<file path="config.mk">
export PLATFORM = sky130hd
export DESIGN_NAME = sram_port_master
export DESIGN_NICKNAME = d
export VERILOG_FILES = /design/src/rtl/sram_port_master.sv
export SDC_FILE = /design/constraint.sdc
export NUM_CORES = 1
export LEC_CHECK = 0
export CAP_MARGIN = 0
export CORE_MARGIN = 2
export CORE_UTILIZATION = 38
export DETAILED_ROUTE_END_ITERATION = 8
export PLACE_DENSITY = 0.82
export SKIP_CTS_REPAIR_TIMING = 1
export SLEW_MARGIN = 20
export SYNTH_ARGS = -nofsm -noshare
export SYNTH_HDL_FRONTEND = slang
export SYNTH_SLANG_ARGS = --single-unit
</file>
<file path="constraint.sdc">
create_clock -name clk0 -period 1.8 [get_ports clk0]
set_input_delay 0.18 -clock clk0 [delete_from_list [all_inputs] [get_ports clk0]]
set_output_delay 0.18 -clock clk0 [all_outputs]
set_load 0.02 [all_outputs]
</file>
<file path="src/rtl/sram_port_master.sv">
// sram_port_master
// Burst initiator for a single-port 1rw SRAM macro (clk0/csb0/web0/addr0/din0/dout0).
// Accepts read/write burst commands from a host, walks the address with wrap-around,
// and returns read data two cycles after each beat is issued to the macro.
//
// Ports:
//   clk0, rst0_n            clock, asynchronous active-low reset
//   cmd_valid/ready/we/addr/len  burst command handshake (accepted in IDLE only)
//   wdata_valid/ready/wdata write beat handshake (ready in WRITE only)
//   rdata_valid/rdata/rdata_last  read beat return, no backpressure
//   busy                    high whenever not IDLE
//   csb0/web0/addr0/din0    registered macro controls (active-low csb0/web0)
//   dout0                   macro read data
//
// state | meaning
// ------+-------------------------------------------------------------
// IDLE  | waiting for a command; cmd_ready high
// WRITE | one macro write per cycle that wdata_valid is high
// READ  | one macro read per cycle, unconditionally
// DRAIN | all reads issued; wait for the last beat to return
module sram_port_master #(
    parameter int DATA_WIDTH = 32,
    parameter int ADDR_WIDTH = 7,
    parameter int LEN_WIDTH  = 4
) (
    input  logic                  clk0,
    input  logic                  rst0_n,
    input  logic                  cmd_valid,
    output logic                  cmd_ready,
    input  logic                  cmd_we,
    input  logic [ADDR_WIDTH-1:0] cmd_addr,
    input  logic [LEN_WIDTH-1:0]  cmd_len,
    input  logic                  wdata_valid,
    output logic                  wdata_ready,
    input  logic [DATA_WIDTH-1:0] wdata,
    output logic                  rdata_valid,
    output logic [DATA_WIDTH-1:0] rdata,
    output logic                  rdata_last,
    output logic                  busy,
    output logic                  csb0,
    output logic                  web0,
    output logic [ADDR_WIDTH-1:0] addr0,
    output logic [DATA_WIDTH-1:0] din0,
    input  logic [DATA_WIDTH-1:0] dout0
);

    typedef enum logic [1:0] {
        ST_IDLE  = 2'd0,
        ST_WRITE = 2'd1,
        ST_READ  = 2'd2,
        ST_DRAIN = 2'd3
    } state_t;

    localparam logic [ADDR_WIDTH-1:0] ADDR_STEP = ADDR_WIDTH'(1);
    localparam logic [LEN_WIDTH-1:0]  LEN_STEP  = LEN_WIDTH'(1);

    state_t                  state_q, state_d;
    logic [ADDR_WIDTH-1:0]   cur_addr_q, cur_addr_d;
    logic [LEN_WIDTH-1:0]    beats_left_q, beats_left_d;
    logic                    csb0_q, csb0_d;
    logic                    web0_q, web0_d;
    logic [ADDR_WIDTH-1:0]   addr0_q, addr0_d;
    logic [DATA_WIDTH-1:0]   din0_q, din0_d;
    logic                    issue_rd, issue_last;

    // Read return pipeline: [0] = beat on macro port, [1] = macro has sampled it.
    logic [1:0]              rd_vld_q, rd_last_q;
    logic                    rdata_valid_q, rdata_last_q;
    logic [DATA_WIDTH-1:0]   rdata_q;

    always_comb begin
        state_d      = state_q;
        cur_addr_d   = cur_addr_q;
        beats_left_d = beats_left_q;
        csb0_d       = 1'b1;
        web0_d       = 1'b1;
        addr0_d      = addr0_q;
        din0_d       = din0_q;
        issue_rd     = 1'b0;
        issue_last   = 1'b0;
        case (state_q)
            ST_IDLE: begin
                if (cmd_valid) begin
                    cur_addr_d   = cmd_addr;
                    beats_left_d = cmd_len;
                    state_d      = cmd_we ? ST_WRITE : ST_READ;
                end
            end
            ST_WRITE: begin
                if (wdata_valid) begin
                    csb0_d       = 1'b0;
                    web0_d       = 1'b0;
                    addr0_d      = cur_addr_q;
                    din0_d       = wdata;
                    cur_addr_d   = cur_addr_q + ADDR_STEP;
                    beats_left_d = beats_left_q - LEN_STEP;
                    if (beats_left_q == '0) begin
                        state_d = ST_IDLE;
                    end
                end
            end
            ST_READ: begin
                csb0_d       = 1'b0;
                addr0_d      = cur_addr_q;
                issue_rd     = 1'b1;
                cur_addr_d   = cur_addr_q + ADDR_STEP;
                beats_left_d = beats_left_q - LEN_STEP;
                if (beats_left_q == '0) begin
                    issue_last = 1'b1;
                    state_d    = ST_DRAIN;
                end
            end
            ST_DRAIN: begin
                // Leave one edge after the final beat is presented to the host.
                if (rdata_last_q) begin
                    state_d = ST_IDLE;
                end
            end
            default: state_d = ST_IDLE;
        endcase
    end

    always_ff @(posedge clk0 or negedge rst0_n) begin
        if (!rst0_n) begin
            state_q      <= ST_IDLE;
            cur_addr_q   <= '0;
            beats_left_q <= '0;
            csb0_q       <= 1'b1;
            web0_q       <= 1'b1;
            addr0_q      <= '0;
            din0_q       <= '0;
        end else begin
            state_q      <= state_d;
            cur_addr_q   <= cur_addr_d;
            beats_left_q <= beats_left_d;
            csb0_q       <= csb0_d;
            web0_q       <= web0_d;
            addr0_q      <= addr0_d;
            din0_q       <= din0_d;
        end
    end

    always_ff @(posedge clk0 or negedge rst0_n) begin
        if (!rst0_n) begin
            rd_vld_q      <= '0;
            rd_last_q     <= '0;
            rdata_valid_q <= 1'b0;
            rdata_last_q  <= 1'b0;
            rdata_q       <= '0;
        end else begin
            rd_vld_q      <= {rd_vld_q[0], issue_rd};
            rd_last_q     <= {rd_last_q[0], issue_last};
            rdata_valid_q <= rd_vld_q[1];
            rdata_last_q  <= rd_vld_q[1] & rd_last_q[1];
            if (rd_vld_q[1]) begin
                rdata_q <= dout0;
            end
        end
    end

    assign cmd_ready   = (state_q == ST_IDLE);
    assign wdata_ready = (state_q == ST_WRITE);
    assign busy        = (state_q != ST_IDLE);
    assign csb0        = csb0_q;
    assign web0        = web0_q;
    assign addr0       = addr0_q;
    assign din0        = din0_q;
    assign rdata_valid = rdata_valid_q;
    assign rdata_last  = rdata_last_q;
    assign rdata       = rdata_q;

endmodule

</file>
[Word level (Yosys, flattened, before mapping)]
Cells that the tools add are included.
Cells by class
  muxes and demuxes: 21
  bitwise operators: 1
  reduce and logical (&&, ||, !) cells: 9
  $add $sub $neg: 2
  equal/unequal tests: 8
Operators with widths (count)
  $mux W7: 3
  $pmux W7 S3: 1
  $pmux W7 S2: 1
  $mux W2: 6
  $pmux W4 S3: 1
  $mux W4: 2
  $ne A2 B2 Y1 const B: 4
  $pmux W2 S4: 1
  $add A7 B1 Y7 const B: 1
  $mux W1: 5
  $reduce_and A5 Y1: 1
  $eq A2 B2 Y1 const B: 2
  $logic_not A4 Y1: 1
  $reduce_and A2 Y1: 2
  $reduce_bool A2 Y1: 2
  $sub A4 B1 Y4 const B: 1
  $reduce_and A3 Y1: 1
  $reduce_bool A3 Y1: 1
  $eq A2 B1 Y1 const B: 1
  $logic_not A2 Y1: 1
  $ne A2 B1 Y1 const B: 1
  $pmux W1 S2: 1
  $and A1 B1 Y1: 1
Storage, ports and cells
  bits of input ports: 80
  register bits after elaboration: 92
  output and inout bits: 78

[Longest topological paths before layout]
  word-level depth: 4
  depth in mapped cells: 7
  depth with buffers taken out: 6

[Worst setup path before layout]
OpenSTA, ideal clock, no wires.
  path type: reg-to-reg
  start: reg state_q[0]
  end: reg state_q[0]
  arrival: 1.800 ns
  cell stages (with the launch flop): 6
  slack: -0.125 ns
  cell sequence: dfrtp_1 inv_1 ha_1 nor2b_1 or4_4 mux2_4
On the way
  cells in the longest elaborated chain, start to end: 3
  elaborated cells on any way between the ends: 11
  those cells by class: eq/ne: 8; mux: 1; reduce/logical: 2
Ends and longest elaborated chain
  from (decl): RTL line 57  | state_t state_q, state_d;
  from (signal assigned): RTL line 133  | state_q <= state_d;
  $logic_not A2 Y1 (*)
  via cmd_ready: RTL line 29  | output logic cmd_ready,
  $ne A2 B2 Y1 (no line)
  $reduce_and A5 Y1 (no line)
Mark *: on every way through the listed nets, which the timed path passes. The rest lies on a longest branch.
A chain may end at the register's enable or synchronous reset.

[Final worst setup path]
  start: reg state_q[0]
  end: reg state_q[1]
On the way
  cells in the longest elaborated chain, start to end: 3
  elaborated cells on any way between the ends: 11
  those cells by class: eq/ne: 8; mux: 1; reduce/logical: 2
Ends and longest elaborated chain
  $eq A2 B2 Y1 (tied with other cells): RTL line 81  | case (state_q)
  $ne A2 B2 Y1 (no line) / $ne A2 B1 Y1 (equally long branches)
  $reduce_and A5 Y1 (no line)
Parallel ways exist; a longest one is shown, timed or not.

==> flow_summary.toml <==
[run_status]
outcome = "complete, but fails checks"
violations = "negative setup slack"

[worst_hold_path]
min_path_cells = 0
whs_endpoint = "rd_last_q[1]$_DFF_PN0_"
worstHoldStart = "rd_last_q[0]$_DFF_PN0_"
hold_class = "reg -> reg"

[global_routing]
grt_overflow = 0
grt_pass1_vias = 2733
grt_pass1_wl_um = 13300
gr-usage-all-layers = 0.161
antenna_found_initial = 0
grt_max_degree = 93

[clock_tree]
cts_tree = "yes"
cts_buffers = 9
clk_transition_reported_paths_ns = 0.10
clock_latency_ns = 0.36
cts_num_sinks = 92
cts_buffer_depth = 2
root_buffer = "clkbuf_8"
cts_max_level = 3

[sta]
worst_slew_pin_slew_ns = 0.519
rsz0062_at_grt = "true"
finalHoldViolations = 0
period_needed_ns = 1.93
maxSlewViolCount = 0
min_period_over_period = 1.07
finClkSkew_ns = 0.0151
fmax_ghz = 0.518
setup_tns_ns = -0.704
final-setup-viol-count = 9
slew_headroom = 0.653
fin_ws_ns = -0.132

[logic_synthesis]
yosys-top-cells-count = "dfrtp_1 (90), mux2_2 (70), nand2_1 (13)"
ys_async_sr_fraction = 1.00
synthesis.area_um2 = 3730
yosysTopAreaCell = "dfrtp_1"
synth_cell_types = 30
synth.area.top_cells = "dfrtp_1 (60%), mux2_2 (21%), ha_1 (2.7%)"
synth-main-ff-cell = "dfrtp_1"
syn-num-nets = 353
ys_seq_elements = 92
synth.most_common_cell = "dfrtp_1"
synth_top_area_share = 0.604
syn-instance-count = 265
avgSynthCellArea_um2 = 14.1
synth_edf_count = 0
ys_warn_count = 0
yosysSeqAreaShare = 0.618

[power_and_ir_drop]
power_frac_clock = 0.353
power_mw = 3.62
p_leak_nw = 2.71
switching_share = 0.236
peakVddDrop_v = 0.000424
p_seq_frac = 0.577
p_sw_mw = 0.852
power.density_nw_per_um2 = 621
p_comb_frac = 0.069
internal_power_mw = 2.76

[place]
io_buffers = 157
dp_cells = 559
dp_slack_ns = -0.409
place_congestion = 0.839
dp_hpwl_um = 6330

[setup_path]
cp.arrival_ns = 2.17
regToRegSetupSlack_ns = -0.13
cp_max_fo = 6
r2r_end = "state_q[1]$_DFFE_PN0P_"
cp-end-kind = "flip-flop"
reg2reg_depth = 6
crit_type = "reg -> reg"
crit_required_ns = 2.04
r2r-start = "state_q[0]$_DFFE_PN0P_"
cp-start-kind = "flip-flop"

[floorplan]
core_um2 = 9640
die_x_um = 103
die-area_um2 = 10600
start_util = 0.387
fp.dieH_um = 103
std_cell_rows = 36
ioPinCount = 158

[drt]
wl_per_cell_um = 15.3
wirelength_um = 8850
viasPerCell = 4.80
drtIter0Drc = 72
ant_nets = 0
first_pass_iters = 4
drcViolationCount = 0
vias = 2770

[final_layout]
finalNetCount = 527
drive_gt1_frac = 0.273
final_cells = 577
insertedDiodeCount = 0
fin_util = 0.604
syn2layout_area_growth_pct = 56.1

[flow_run]
max_cap_violations = 0
[final cells by class]
type	instances	area, um2
clock buffer	10	128
timing repair buffer	176	1750
sequential	92	2300
multi-input combinational	152	1400
fill	820	3810
inverter	8	30.0
tap	133	166
clock inverter	6	47.5
[cell usage in the layout (no fill, tap or decap), drive strengths merged, types with 4 or more instances in the layout]
master	netlist	routed
o21ai	10	10
inv	8	11
mux2	72	72
clkdlybuf4s50	0	153
nor2	7	7
dfrtp	90	90
nand2	13	13
o22ai	4	4
buf	7	19
a21oi	4	4
and3	5	5
clkbuf	6	10
ha	8	8
[per-layer routing]
metal / vias up / global-route usage / wire length [um]
li1: 1286 / - / -
met1: 1363 / 0.210 / 3680
met2: 104 / 0.260 / 4440
met3: 17 / 0.0380 / 565
met4: 0 / 0.0678 / 161
met5: - / 0 / 0
[power by group through the flow]
stage               clock, mW  combinational [mW]  sequential, mW
CTS                      1.32               0.250            2.09
global route             1.42               0.273            2.09
global placement            0               0.245            2.13
detailed placement          0               0.249            2.13
finish                   1.28               0.250            2.09
floorplan                   0              0.0231            2.12
[worst max-delay path, stage by stage (launching register included)]
cell and delay, ns:
dfrtp_1 0.43, buf_4 0.16, ha_2 0.20, buf_4 0.15, nor2b_1 0.13, or4_4 0.44, mux2_4 0.32
[worst max path at each step]
stage / start / end / slack (ns) / depth (start not counted)
2_1_floorplan: state_q[1]$_DFFE_PN0P_ / state_q[0]$_DFFE_PN0P_ / -0.02 / 6
3_3_place_gp: state_q[0]$_DFFE_PN0P_ / cur_addr_q[6]$_DFFE_PN0P_ / -0.36 / 5
3_5_place_dp: state_q[0]$_DFFE_PN0P_ / cur_addr_q[6]$_DFFE_PN0P_ / -0.41 / 5
4_1_cts: state_q[0]$_DFFE_PN0P_ / cur_addr_q[6]$_DFFE_PN0P_ / -0.43 / 5
5_1_grt: state_q[0]$_DFFE_PN0P_ / state_q[0]$_DFFE_PN0P_ / -0.18 / 6
6_report: state_q[0]$_DFFE_PN0P_ / state_q[1]$_DFFE_PN0P_ / -0.13 / 6
[sequential cells by signal, summed over array words and instances, names as in the netlist]
signal        count
din0             32
rdata            32
addr0             7
cur_addr_q        7
beats_left_q      4
rd_last_q         2
rd_vld_q          2
state_q           2
csb0              1
rdata_last        1
rdata_valid       1
web0              1
[stage by stage]
| stage | area, um2 | hold slack, ns |
|---|---|---|
| floorplan | 3760 | -0.116 |
| global placement | 5580 | 0.263 |
| detailed placement | 5580 | 0.268 |
| CTS | 5750 | -0.122 |
| global route | 5830 | 0.371 |
| finish | 5830 | 0.347 |
[cells by family after synthesis]
group / count (synthesis) / share of synthesized area
flops: 92 / 0.618
mux: 75 / 0.227
simple gates: 45 / 0.0641
compound gates: 24 / 0.0406
buf+inv: 21 / 0.0235
fa+ha+maj: 8 / 0.0268
(Power assumes the default switching activity.)
